--- src/rtl/c7b_csr_soc_top.sv ---
// rtl/c7b_csr_soc_top.sv - LA32 subset core with internal CSR test ROM, one commit per clock
// Optional macro CSR_SAVE_EXT_EN adds SAVE1..SAVE3 (CSR 0x31..0x33).

module c7b_regfile (
    input  logic        clk,
    input  logic        resetn,
    input  logic [4:0]  raddr_a_i,
    output logic [31:0] rdata_a_o,
    input  logic [4:0]  raddr_b_i,
    output logic [31:0] rdata_b_o,
    input  logic        we_i,
    input  logic [4:0]  waddr_i,
    input  logic [31:0] wdata_i
);
    logic [31:0] regs [0:31];

    always_ff @(posedge clk or negedge resetn) begin
        if (!resetn) begin
            for (int i = 0; i < 32; i++) begin
                regs[i] <= '0;
            end
        end else if (we_i && (waddr_i != 5'd0)) begin
            regs[waddr_i] <= wdata_i;
        end
    end

    assign rdata_a_o = (raddr_a_i == 5'd0) ? 32'd0 : regs[raddr_a_i];
    assign rdata_b_o = (raddr_b_i == 5'd0) ? 32'd0 : regs[raddr_b_i];
endmodule

module c7b_csr (
    input  logic        clk,
    input  logic        resetn,
    input  logic [13:0] num_i,
    output logic [31:0] rdata_o,
    input  logic        we_i,
    input  logic [31:0] wdata_i
);
    localparam logic [13:0] CSR_SAVE0 = 14'h030;
    localparam logic [13:0] CSR_SAVE1 = 14'h031;
    localparam logic [13:0] CSR_SAVE2 = 14'h032;
    localparam logic [13:0] CSR_SAVE3 = 14'h033;

    logic [31:0] save0_q;
`ifdef CSR_SAVE_EXT_EN
    logic [31:0] save1_q;
    logic [31:0] save2_q;
    logic [31:0] save3_q;
`endif

    // Unimplemented numbers read as zero.
    always_comb begin
        rdata_o = '0;
        case (num_i)
            CSR_SAVE0: rdata_o = save0_q;
`ifdef CSR_SAVE_EXT_EN
            CSR_SAVE1: rdata_o = save1_q;
            CSR_SAVE2: rdata_o = save2_q;
            CSR_SAVE3: rdata_o = save3_q;
`endif
            default:   rdata_o = '0;
        endcase
    end

    always_ff @(posedge clk or negedge resetn) begin
        if (!resetn) begin
            save0_q <= '0;
`ifdef CSR_SAVE_EXT_EN
            save1_q <= '0;
            save2_q <= '0;
            save3_q <= '0;
`endif
        end else if (we_i) begin
            case (num_i)
                CSR_SAVE0: save0_q <= wdata_i;
`ifdef CSR_SAVE_EXT_EN
                CSR_SAVE1: save1_q <= wdata_i;
                CSR_SAVE2: save2_q <= wdata_i;
                CSR_SAVE3: save3_q <= wdata_i;
`endif
                default: ;
            endcase
        end
    end
endmodule

module c7b_exu (
    input  logic        clk,
    input  logic        resetn,
    input  logic [31:0] inst_i,
    input  logic [31:0] pc_i,
    output logic [31:0] next_pc_o,
    output logic        rf_we_o,
    output logic [4:0]  rf_waddr_o,
    output logic [31:0] rf_wdata_o
);
    logic [4:0]  rd;
    logic [4:0]  rj;
    logic [13:0] csr_num;
    logic [31:0] rj_val;
    logic [31:0] rd_val;
    logic [31:0] csr_old;
    logic [31:0] csr_new;
    logic        csr_we;
    logic [31:0] si12_sext;
    logic [31:0] br_offs;

    assign rd        = inst_i[4:0];
    assign rj        = inst_i[9:5];
    assign csr_num   = inst_i[23:10];
    assign si12_sext = {{20{inst_i[21]}}, inst_i[21:10]};
    assign br_offs   = {{4{inst_i[9]}}, inst_i[9:0], inst_i[25:10], 2'b00};

    c7b_regfile registers (
        .clk       (clk),
        .resetn    (resetn),
        .raddr_a_i (rj),
        .rdata_a_o (rj_val),
        .raddr_b_i (rd),
        .rdata_b_o (rd_val),
        .we_i      (rf_we_o),
        .waddr_i   (rd),
        .wdata_i   (rf_wdata_o)
    );

    c7b_csr u_csr (
        .clk     (clk),
        .resetn  (resetn),
        .num_i   (csr_num),
        .rdata_o (csr_old),
        .we_i    (csr_we),
        .wdata_i (csr_new)
    );

    // Old and new CSR values both derive from pre-edge GPR/CSR state, so rd==rj needs no special case.
    always_comb begin
        next_pc_o  = pc_i + 32'd4;
        rf_we_o    = 1'b0;
        rf_wdata_o = '0;
        csr_we     = 1'b0;
        csr_new    = csr_old;
        if (inst_i[31:22] == 10'h00a) begin
            rf_we_o    = 1'b1;
            rf_wdata_o = rj_val + si12_sext;
        end else if (inst_i[31:25] == 7'h0a) begin
            rf_we_o    = 1'b1;
            rf_wdata_o = {inst_i[24:5], 12'h000};
        end else if (inst_i[31:26] == 6'h14) begin
            next_pc_o  = pc_i + br_offs;
        end else if (inst_i[31:24] == 8'h04) begin
            rf_we_o    = 1'b1;
            rf_wdata_o = csr_old;
            if (rj == 5'd1) begin
                csr_we  = 1'b1;
                csr_new = rd_val;
            end else if (rj != 5'd0) begin
                csr_we  = 1'b1;
                csr_new = (csr_old & ~rj_val) | (rd_val & rj_val);
            end
        end
        if (rd == 5'd0) begin
            rf_we_o = 1'b0;
        end
    end

    assign rf_waddr_o = rd;
endmodule

module c7b_core #(
    parameter logic [31:0] RESET_PC  = 32'h1c000000,
    parameter int          ROM_DEPTH = 16
) (
    input  logic        clk,
    input  logic        resetn,
    output logic [31:0] debug_pc_o,
    output logic        debug_wen_o,
    output logic [4:0]  debug_wnum_o,
    output logic [31:0] debug_wdata_o
);
    localparam logic [31:0] NOP       = 32'h03400000;
    localparam logic [29:0] ROM_WORDS = 30'(ROM_DEPTH);

    logic [31:0] pc_q;
    logic [31:0] pc_d;
    logic [31:0] ifu_exu_pc_w;
    logic [29:0] rom_idx;
    logic [31:0] fetch_inst;
    logic        rf_we;
    logic [4:0]  rf_waddr;
    logic [31:0] rf_wdata;
    logic        wen_q;
    logic [4:0]  wnum_q;
    logic [31:0] wdata_q;

    function automatic logic [31:0] rom_word(input logic [29:0] idx);
        case (idx)
            30'd0:   rom_word = 32'h02816805;
            30'd1:   rom_word = 32'h0400c025;
            30'd2:   rom_word = 32'h02801805;
            30'd3:   rom_word = 32'h02803c09;
            30'd4:   rom_word = 32'h0400c125;
            30'd5:   rom_word = 32'h0400c008;
            30'd6:   rom_word = 32'h50000000;
            default: rom_word = NOP;
        endcase
    endfunction

    // Byte offset bits are dropped; addresses below RESET_PC wrap to a large index and read NOP.
    assign rom_idx    = pc_q[31:2] - RESET_PC[31:2];
    assign fetch_inst = (rom_idx < ROM_WORDS) ? rom_word(rom_idx) : NOP;

    c7b_exu exu (
        .clk        (clk),
        .resetn     (resetn),
        .inst_i     (fetch_inst),
        .pc_i       (pc_q),
        .next_pc_o  (pc_d),
        .rf_we_o    (rf_we),
        .rf_waddr_o (rf_waddr),
        .rf_wdata_o (rf_wdata)
    );

    always_ff @(posedge clk or negedge resetn) begin
        if (!resetn) begin
            pc_q         <= RESET_PC;
            ifu_exu_pc_w <= '0;
            wen_q        <= 1'b0;
            wnum_q       <= '0;
            wdata_q      <= '0;
        end else begin
            pc_q         <= pc_d;
            ifu_exu_pc_w <= pc_q;
            wen_q        <= rf_we;
            wnum_q       <= rf_we ? rf_waddr : 5'd0;
            wdata_q      <= rf_we ? rf_wdata : 32'd0;
        end
    end

    assign debug_pc_o    = ifu_exu_pc_w;
    assign debug_wen_o   = wen_q;
    assign debug_wnum_o  = wnum_q;
    assign debug_wdata_o = wdata_q;
endmodule

module c7b_csr_soc_top #(
    parameter logic [31:0] RESET_PC  = 32'h1c000000,
    parameter int          ROM_DEPTH = 16
) (
    input  logic        clk,
    input  logic        resetn,
    output logic [31:0] debug_wb_pc,
    output logic        debug_wb_rf_wen,
    output logic [4:0]  debug_wb_rf_wnum,
    output logic [31:0] debug_wb_rf_wdata
);
    c7b_core #(
        .RESET_PC  (RESET_PC),
        .ROM_DEPTH (ROM_DEPTH)
    ) u_core (
        .clk           (clk),
        .resetn        (resetn),
        .debug_pc_o    (debug_wb_pc),
        .debug_wen_o   (debug_wb_rf_wen),
        .debug_wnum_o  (debug_wb_rf_wnum),
        .debug_wdata_o (debug_wb_rf_wdata)
    );
endmodule

--- config.mk ---
export PLATFORM = sky130hd
export DESIGN_NAME = c7b_csr_soc_top
export DESIGN_NICKNAME = d
export VERILOG_FILES = /design/src/rtl/c7b_csr_soc_top.sv
export SDC_FILE = /design/constraint.sdc
export NUM_CORES = 1
export LEC_CHECK = 0
export CORE_MARGIN = 10
export CORE_UTILIZATION = 40
export DETAILED_ROUTE_END_ITERATION = 6
export HOLD_SLACK_MARGIN = 0.06
export RECOVER_POWER = 50
export SETUP_SLACK_MARGIN = 0.4
export SYNTH_ARGS = -nofsm -noshare
export SYNTH_HDL_FRONTEND = slang
export SYNTH_SLANG_ARGS = --single-unit
--- constraint.sdc ---
create_clock -name clk -period 5.05 [get_ports clk]
set_input_delay 0.7575 -clock clk [delete_from_list [all_inputs] [get_ports clk]]
set_output_delay 0.7575 -clock clk [all_outputs]
set_load 0.005 [all_outputs]
Yosys cells after proc, flatten, opt, wreduce, memory -nomap -nowiden
Index checks and enable logic that the tools add are counted.
{"block": "word_totals", "reg_bits": 1158, "input_bits": 2, "output_inout_bits": 70, "elab_cells": 112}
{"block": "op_classes", "addsub": 4, "magnitude_cmp": 4, "eq_ne": 12, "n_mux": 40, "bitwise_logic": 6, "n_reduce_logical": 8}
{"cell": "bitwise mux 1024 bit", "n": 1}
{"cell": "2-to-1 mux 32 bit", "n": 22}
{"cell": "binary-select mux 32 bit (select 5 bit)", "n": 2}
{"cell": "case mux 31 bit (7 select lines)", "n": 1}
{"cell": "demux 32 bit (select 5 bit)", "n": 1}
{"cell": "equality test 30 x 3 -> 1 bit (second input constant)", "n": 3}
{"cell": "adder 32 bit", "n": 2}
{"cell": "bitwise AND 32 bit", "n": 2}
{"cell": "equality test 30 x 2 -> 1 bit (second input constant)", "n": 2}
{"cell": "adder 32 x 3 -> 32 bit (second input constant)", "n": 1}
{"cell": "inverter 32 bit", "n": 1}
{"cell": "OR 32 bit", "n": 1}
{"cell": "2-to-1 mux 31 bit", "n": 1}
{"cell": "equality test 30 x 1 -> 1 bit (second input constant)", "n": 1}
{"cell": "zero test 30 bit", "n": 1}
{"cell": "< comparator 30 x 5 -> 1 bit (second input constant)", "n": 1}
{"cell": "subtractor 30 x 27 -> 30 bit (second input constant)", "n": 1}
{"cell": "equality test 14 x 6 -> 1 bit (second input constant)", "n": 1}
{"cell": ">= comparator 6 bit (second input constant)", "n": 2}
{"cell": "inverter 5 -> 6 bit", "n": 2}
{"cell": "2-to-1 mux 1 bit", "n": 11}
{"cell": "equality test 10 x 4 -> 1 bit (second input constant)", "n": 1}
{"cell": "zero test 5 bit", "n": 2}
{"cell": "nonzero test 5 bit", "n": 2}
{"cell": "8 further kinds", "n": 9}

Logic depth before layout (Yosys ltp)
Gate-level depths: netlist (run 1).
{"block": "logic_depth", "word_depth": 18, "mapped_depth": 17, "mapped_depth_nobuf": 16}

Hierarchy
From an unflattened synthesis (run 1), not the netlist that was laid out.
{"block": "hier_totals", "hier_cells": 4533, "area_unflattened_um2": 63659.8}
{"mod": "c7b_regfile", "instances": 1, "cells_each": 3514, "area_each_um2": 54019.3, "seq_area_each_um2": 25624.6}
{"mod": "c7b_exu", "instances": 1, "cells_each": 725, "area_each_um2": 4981.0, "seq_area_each_um2": 0.0}
{"mod": "c7b_core", "instances": 1, "cells_each": 185, "area_each_um2": 3178.0, "seq_area_each_um2": 2556.2}
{"mod": "c7b_csr", "instances": 1, "cells_each": 109, "area_each_um2": 1481.4, "seq_area_each_um2": 800.8}

Least setup slack after synthesis (run 1)
No wires, ideal clock.
{"block": "synth_timing", "path_kind": "register to register", "from": "reg u_core.pc_q[26]", "to": "reg u_core.exu.registers.regs[742] in the netlist's numbering", "setup_time_ns": 0.125, "t_arrival_ns": 3.508, "t_required_ns": 4.925, "path_slack_ns": 1.417, "stages_incl_launch_ff": 18, "n_path_buf": 1, "period_less_slack_ns": 3.633, "cell_sequence": "dfstp_2 > nor4b_2 > nand3_2 > nor3_1 > nand3_1 > clkbuf_1 > clkinv_1 > nand2_1 > a21oi_1 > ha_1 > inv_1 > fa_1 > nor2b_1 > o21a_1 > o21a_1 > o211ai_1 > a22o_1 > mux2_2"}
{"block": "synth_between", "elab_chain_len": 12, "elab_cells_between_ends": 43, "cone_classes": "2 x add/sub; 3 x order compare; 11 x eq/ne; 19 x mux; 2 x bitwise; 6 x reduce/logical"}
{"element": "start: declaration", "line_no": "183", "rtl": "logic [31:0] pc_q;"}
{"element": "start signal: assignment", "line_no": "231", "rtl": "pc_q <= pc_d;"}
{"element": "subtractor 30 x 27 -> 30 bit *", "line_no": "209", "rtl": "assign rom_idx = pc_q[31:2] - RESET_PC[31:2];"}
{"element": "branches (longest 2 deep; another with < comparator 30 x 5 -> 1 bit)"}
{"element": "2-to-1 mux 31 bit *", "line_no": "210", "rtl": "assign fetch_inst = (rom_idx < ROM_WORDS) ? rom_word(rom_idx) : NOP;"}
{"element": "inverter 5 -> 6 bit (implied by the code)", "line_no": "27", "rtl": "assign rdata_a_o = (raddr_a_i == 5'd0) ? 32'd0 : regs[raddr_a_i];"}
{"element": "binary-select mux 32 bit (select 5 bit)", "line_no": "27"}
{"element": "2-to-1 mux 32 bit (implied by the code) (2 in series)", "line_no": "27"}
{"element": "2-to-1 mux 32 bit", "line_no": "27"}
{"element": "adder 32 bit", "line_no": "144", "rtl": "rf_wdata_o = rj_val + si12_sext;"}
{"element": "2-to-1 mux 32 bit", "line_no": "142", "rtl": "if (inst_i[31:22] == 10'h00a) begin"}
{"element": "bitwise mux 1024 bit", "line_no": "23", "rtl": "regs[waddr_i] <= wdata_i;"}
{"element": "end signal: indexed assignment", "line_no": "23"}
{"element": "end: declaration", "line_no": "15", "rtl": "logic [31:0] regs [0:31];"}
Mark *: on every way between the ends. The select of a mux whose other input is x is not followed.
A chain may end at the register's enable or synchronous reset.

Worst setup path in the final report (run 1)
{"block": "layout_timing", "from": "reg u_core.pc_q[26]", "to": "reg u_core.exu.registers.regs[710] in the netlist's numbering"}
Same word-level chain as after synthesis.

==> results of run 1 <==
-- Yosys cell counts, drive strengths merged (3+ instances only) --
cell	n	area share [%]
and2	27	1.4
mux2	133	13
dfrtp	261	54
inv	31	0.96
and4	5	0.36
xor2	16	1.2
ha	27	2.8
nand4	6	0.43
o211ai	3	0.19
clkbuf	28	0.87
buf	31	1.5
nor4	9	1.1
mux2i	51	4.2
a2bb2oi	3	0.22
or3	3	0.16
and3	36	1.9
nand3	20	0.91
a211oi	5	0.31
xnor2	18	1.3
nand2	34	1.1
a222oi	9	0.74
a21o	3	0.19
o221ai	9	0.65
nor2b	3	0.16
a31oi	4	0.21
nor3	20	0.99
nand2b	4	0.21
o21bai	4	0.25
o22ai	24	1.2
o21ai	61	2.5
a22o	6	0.43
dfstp	3	0.65
nor2	20	0.62
a21oi	24	1.0
-- worst register-to-register path: cells and delay by family (launching register included) --
| family | cells | cell delay, ns |
|---|---|---|
| compound gates | 5 | 0.81 |
| fa+ha+maj | 2 | 0.63 |
| buf+inv | 2 | 0.29 |
| flops | 1 | 0.67 |
| mux | 1 | 0.28 |
| simple gates | 6 | 1.25 |
-- cell usage in the layout, fill, tap and decap left out, types with 5 or more instances in the layout --
master,instances
nor2_1,19
a21oi_1,23
clkbuf_16,29
mux2_4,20
inv_1,30
and3_1,36
nor3_1,15
nand4_1,5
buf_4,16
nand3_1,18
o22ai_1,24
o21ai_0,61
clkbuf_8,7
ha_1,27
clkdlybuf4s50_1,66
dfrtp_1,261
clkbuf_1,6
xor2_1,16
nand2_1,34
and4_1,5
mux2_1,24
a22o_1,6
mux2i_1,51
a211oi_1,5
clkinv_2,6
o221ai_1,9
xnor2_1,18
mux2_2,89
a222oi_1,9
and2_1,27
-- path summary, 6_finish.rpt --
path,from,endpoint,slack (ns),depth (start not counted)
setup / recovery,u_core.pc_q[26]$_DFF_PN1_,u_core.exu.registers.regs[710]$_DFFE_PN0P_,0.99,16
hold / removal,u_core.exu.registers.regs[962]$_DFFE_PN0P_,u_core.exu.registers.regs[962]$_DFFE_PN0P_,0.38,0
setup reg to reg,u_core.pc_q[26]$_DFF_PN1_,u_core.exu.registers.regs[710]$_DFFE_PN0P_,0.99,16
hold reg to reg,u_core.exu.registers.regs[962]$_DFFE_PN0P_,u_core.exu.registers.regs[962]$_DFFE_PN0P_,0.38,0
max in group asynchronous,resetn,u_core.exu.registers.regs[729]$_DFFE_PN0P_,1.81,2
min in group asynchronous,resetn,u_core.debug_pc_o[11]$_DFF_PN0_,1.04,1
-- layout make-up --
type | count | area (sq um) | area share, %
flip-flops and latches | 264 | 6610 | 47.0
inverters | 33 | 124 | 0.881
multi-input cells | 619 | 5110 | 36.3
well taps | 390 | 488 | 3.47
clock buffers | 42 | 845 | 6.00
repair buffers | 86 | 816 | 5.80
clock inverters | 9 | 77.6 | 0.551
-- logic make-up after synthesis --
| family | after synthesis | share of synthesized area (%) |
|---|---|---|
| adders and majority gates | 29 | 3.12 |
| xor gates and xnor gates | 34 | 2.46 |
| AOI/OAI and AO/OA | 171 | 9.15 |
| DFF | 264 | 54.6 |
| muxes | 184 | 17.2 |
| and+or+nand+nor | 197 | 10.0 |
| other | 1 | 0.0310 |
| buffers and inverters | 92 | 3.43 |
-- through the flow --
step	utilization [%]	hold slack (ns)	setup slack [ns]	area (sq um)
floorplan	-	0.387	1.42	12100
global placement	44.3	0.364	1.21	13200
detailed placement	44.3	0.365	1.10	13200
finish	47.3	0.376	0.990	14100
global route	47.3	0.391	0.561	14100
CTS	47.4	0.290	1.05	14100
-- layer usage --
metal	share of wire, %	global-route usage (%)	wire, um	vias to the layer above
met5	0	0	0	-
met1	46	19.4	12900	3886
met3	4.3	2.33	1200	45
li1	-	-	-	3633
met4	2.1	3.69	597	0
met2	47	23.9	13200	147
-- power by group through the flow --
stage	sequential (mW)	combinational [mW]	clock (mW)
floorplan	2.15	0.00289	0
global placement	2.15	0.0485	0
detailed placement	2.15	0.0486	0
CTS	2.12	0.0486	2.11
global route	2.11	0.0535	2.19
finish	2.12	0.0439	2.05
-- sequential cells by signal, summed over array words and instances (netlist names) --
register	count
u_core.debug_pc_o	30
u_core.debug_wdata_o	32
u_core.debug_wen_o	1
u_core.debug_wnum_o	3
u_core.exu.registers.regs	136
u_core.exu.u_csr.save0_q	32
u_core.pc_q	30
==> results.yml, run 1 <==
global_routing:
  grt_usage_pct: 14.5
  grt_antenna_before_repair: 0
  grt_pass1_vias: 8183
  overflow: 0
  grt_max_degree: 106
  grt_pass1_wl_um: 45800
worst_setup_path:
  cp.required_ns: 5.48
  cp-start-kind: "flop"
  crit_slowest_cell: "dfstp_1"
  crit_buf_inv: 2
  cpMostUsedCell: "o21a_1"
  critical_path.top_delay_family: "simple AND/OR/NAND/NOR gates"
  cp.arrival_ns: 4.49
  max_stage_delay_ns: 0.67
  crit_chain: "nor4b_2 > nand3_2 > nor3_1 > nand3_1 > clkinv_1 > nand2_1 > a21oi_1 > ha_1 > inv_1 > fa_1 > nor2b_1 > o21a_1 > o21a_1 > o211ai_1 > a22o_1 > mux2_2"
  end_kind: "flop"
  cp_max_fo: 9
  critPathKind: "reg2reg"
place:
  hpwl_um: 17600
  portBuffers: 67
  dp.cells: 1392
  gp_congestion: 0.892
power_and_ir_drop:
  p_switching_mw: 0.885
  internal_power_mw: 3.32
  power.total_mw: 4.21
  p_sw_share_pct: 21.0
  combPwrFrac_pct: 1.0
  clock_power_share_pct: 48.7
  ir_worst_vdd_mv: 0.250
  seqPwrFrac_pct: 50.3
  p_leak_nw: 6.41
  powerDensity_nw_per_um2: 299
floorplan:
  row_count: 63
  core_area_sq_um: 29700
  die_area_sq_um: 37600
  io_pins: 72
  die_y_um: 194
  die_w_um: 194
  initial_core_util_pct: 40.7
yosys:
  ys_warn_count: 0
  synth_seq_area_share_pct: 54.6
  syn_inst: 972
  ys.flop_type: "dfrtp_1"
  synth_area_sq_um: 12100
  synth_area_per_cell_sq_um: 12.5
  synthArstFlopShare_pct: 100
  ys_types: 72
  ys_ff_latch: 264
  synth-edff-count: 0
clock_tree:
  cts-resized-gates: 0
  cts-hold-fix-buffers: 0
  worstSkewPairLatency_ns: 0.55
  clock_path_buffers: 3
  cts.sinks: 264
  clk_pin_slew_ns: 0.07
  htreeDepth: 1
  cts_buffers: 29
  cts_tree: "done"
  cts_root_buffer: "clkbuf_16"
  post_cts_buffers: 0
sta:
  period_needed_ns: 4.06
  fin_setup_tns_ns: 0
  slew_headroom_pct: -75.6
  grt_setup_unrepaired: "no"
  slew_viol_final: 105
  timing.final.crit_share_pct: 80.4
  finClkSkew_ns: 0.0195
  setup_viol: 0
  max_freq_mhz: 246
  tightest_slew_ns: 2.63
  hold_violations: 0
final_layout:
  fin_cells: 1443
  fillCellCount: 2681
  drive_above_1_share_pct: 18.7
  antennaDiodeCount: 0
  final_nets: 1064
  syn2layout_area_growth_pct: 16.2
detailed_routing:
  wl_um: 27800
  first_pass_iters: 5
  avgViaCountPerCell: 5.34
  antenna_left: 0
  num_vias: 7711
  wire_per_inst_um: 19.3
  drtIter0Drc: 384
  drc: 0
status:
  violations: "max-capacitance violations, max-slew violations"
  status: "complete, but fails checks"
run:
  drv_cap: 1
min_path:
  min_path_type: "reg2reg"
Power figures use the tool's default switching activity.
==> run 2: changes to the inputs <==
==> constraint.sdc (replaced) <==
create_clock -name clk -period 3.5 [get_ports clk]
set_input_delay 0.525 -clock clk [delete_from_list [all_inputs] [get_ports clk]]
set_output_delay 0.525 -clock clk [all_outputs]
set_load 0.005 [all_outputs]
==> run 2 against run 1 <==
The run still ends with max-capacitance violations, max-slew violations left. Total power up 51%. Critical path depth up 1. Final area up 9.5%. Highest routed layer unchanged.
==> results.yml, run 2 (synthesis results as in run 1) <==
sta:
  timing.final.crit_share_pct: 95.9
  slew_viol_final: 120
  setup_viol: 0
  grt_setup_unrepaired: "yes"
  max_freq_mhz: 298
  finClkSkew_ns: 0.0202
  hold_violations: 0
  slew_headroom_pct: -106
  period_needed_ns: 3.36
  tightest_slew_ns: 3.09
power_and_ir_drop:
  ir_worst_vdd_mv: 0.376
  powerDensity_nw_per_um2: 413
  p_leak_nw: 7.05
floorplan:
  core_area_sq_um: 29700
  initial_core_util_pct: 40.7
  die_y_um: 194
  row_count: 63
  die_w_um: 194
  die_area_sq_um: 37600
  io_pins: 72
place:
  hpwl_um: 18800
  gp_congestion: 0.875
  portBuffers: 67
  dp.cells: 1469
worst_setup_path:
  crit_slowest_cell: "dfrtp_1"
  max_stage_delay_ns: 0.42
  critPathKind: "reg2reg"
  cp.arrival_ns: 3.80
  cp.required_ns: 3.95
  crit_chain: "nor4_4 > nand4_4 > nor3_4 > nand3_1 > buf_6 > clkinv_8 > nand2_4 > a21oi_2 > ha_2 > inv_2 > fa_2 > nor2b_1 > o21a_1 > o21a_1 > o211ai_1 > a22o_1 > mux2_4"
  cp-start-kind: "flop"
  cp_max_fo: 5
  end_kind: "flop"
  critical_path.top_delay_family: "simple AND/OR/NAND/NOR gates"
  cpMostUsedCell: "o21a_1"
  crit_buf_inv: 3
detailed_routing:
  avgViaCountPerCell: 5.30
  first_pass_iters: 5
  antenna_left: 0
  num_vias: 8200
  drc: 0
  wl_um: 29500
  wire_per_inst_um: 19.1
  drtIter0Drc: 438
clock_tree:
  htreeDepth: 1
  clock_path_buffers: 3
  cts_tree: "done"
  cts_buffers: 28
  clk_pin_slew_ns: 0.06
  worstSkewPairLatency_ns: 0.56
  cts.sinks: 264
  cts_root_buffer: "clkbuf_16"
  cts-hold-fix-buffers: 0
final_layout:
  drive_above_1_share_pct: 30.1
  largest_reg_flops: 136
  top_register: "u_core.exu.registers.regs"
  final_cell_mix: "260 x dfrtp_1, 93 x buf_4, 81 x mux2_2, 66 x clkdlybuf4s50_1, 51 x mux2i_1"
  fin_cells: 1547
  regArea_sq_um: 6610
  syn2layout_area_growth_pct: 27.2
  antennaDiodeCount: 0
  final_common_cell: "dfrtp_1"
  multi_input_area_sq_um: 5470
  fillCellCount: 2568
  final_nets: 1166
  fin_util_pct: 51.8
global_routing:
  use_met3_pct: 2.40
  global_route.usage.met1_pct: 20.2
  grt_pass1_wl_um: 48200
  met2_usage_pct: 25.6
  grt_usage_pct: 15.3
  grt_max_degree: 122
  overflow: 0
  grt_pass1_vias: 8709
  grt_antenna_before_repair: 0
  top_usage_layer: "met2"
status:
  status: "complete, but fails checks"
  violations: "max-capacitance violations, max-slew violations"
min_path:
  min_path_type: "reg2reg"
run:
  drv_cap: 1
## run 2: cell count changes in the layout (fill, tap and decap cells not counted), sizes merged
cell / change
buf: +93
bufinv: +4
clkbuf: +5
clkinv: +1
clkinvlp: +2
inv: -1
## run 2: cell type report
type,instances,share of cell area [%]
Clock buffer,37,5.22
Clock inverter,15,1.53
Inverter,33,0.910
Multi-Input combinational cell,619,35.5
Sequential cell,264,42.9
Tap cell,390,3.17
Timing Repair Buffer,189,10.8
## run 2: per-stage QoR
step                      power, mW  TNS, ns  cell area (sq um)  setup slack (ns)  hold WS (ns)
final                          6.36        0              15400             0.144         0.382
after global routing           6.58   -0.195              15400           -0.0481         0.395
after CTS                      6.44        0              15100             0.152         0.109
after detailed placement       3.18        0              13900             0.126         0.368
after global placement         3.18        0              13900             0.149         0.368
after floorplan                3.11        0              12200            0.0726         0.229
## run 2: worst paths after layout
kind	from	end	slack (ns)	cells after the start
max in group asynchronous	resetn	u_core.exu.registers.regs[844]$_DFFE_PN0P_	0.72	1
worst max register to register	u_core.pc_q[31]$_DFF_PN0_	u_core.exu.registers.regs[710]$_DFFE_PN0P_	0.14	17
min in group asynchronous	resetn	u_core.debug_pc_o[2]$_DFF_PN0_	0.99	1
worst max-delay path	u_core.pc_q[31]$_DFF_PN0_	u_core.exu.registers.regs[710]$_DFFE_PN0P_	0.14	17
worst min register to register	u_core.exu.registers.regs[964]$_DFFE_PN0P_	u_core.exu.registers.regs[964]$_DFFE_PN0P_	0.38	0
worst min-delay path	u_core.exu.registers.regs[964]$_DFFE_PN0P_	u_core.exu.registers.regs[964]$_DFFE_PN0P_	0.38	0
## run 2: layer usage
layer	routed length, um	share of wire, %
met5	0	0
met4	597	2.0
met3	1140	3.9
met2	14400	49
met1	13400	45
## run 2: power by group
part / switching, mW / internal [mW] / leakage [nW]
clock network: 1.24 / 1.99 / 0.512
logic: 0.0604 / 0.00910 / 2.88
registers: 0 / 3.05 / 3.65
## run 2: timing repair
action | 4_1_cts | 5_1_grt
cloned | 0 | 2
pin swaps | 18 | 18
endpoints found under the setup margin | 54 | 125
setup buffers | 10 | 14
gates resized for setup | 33 | 56
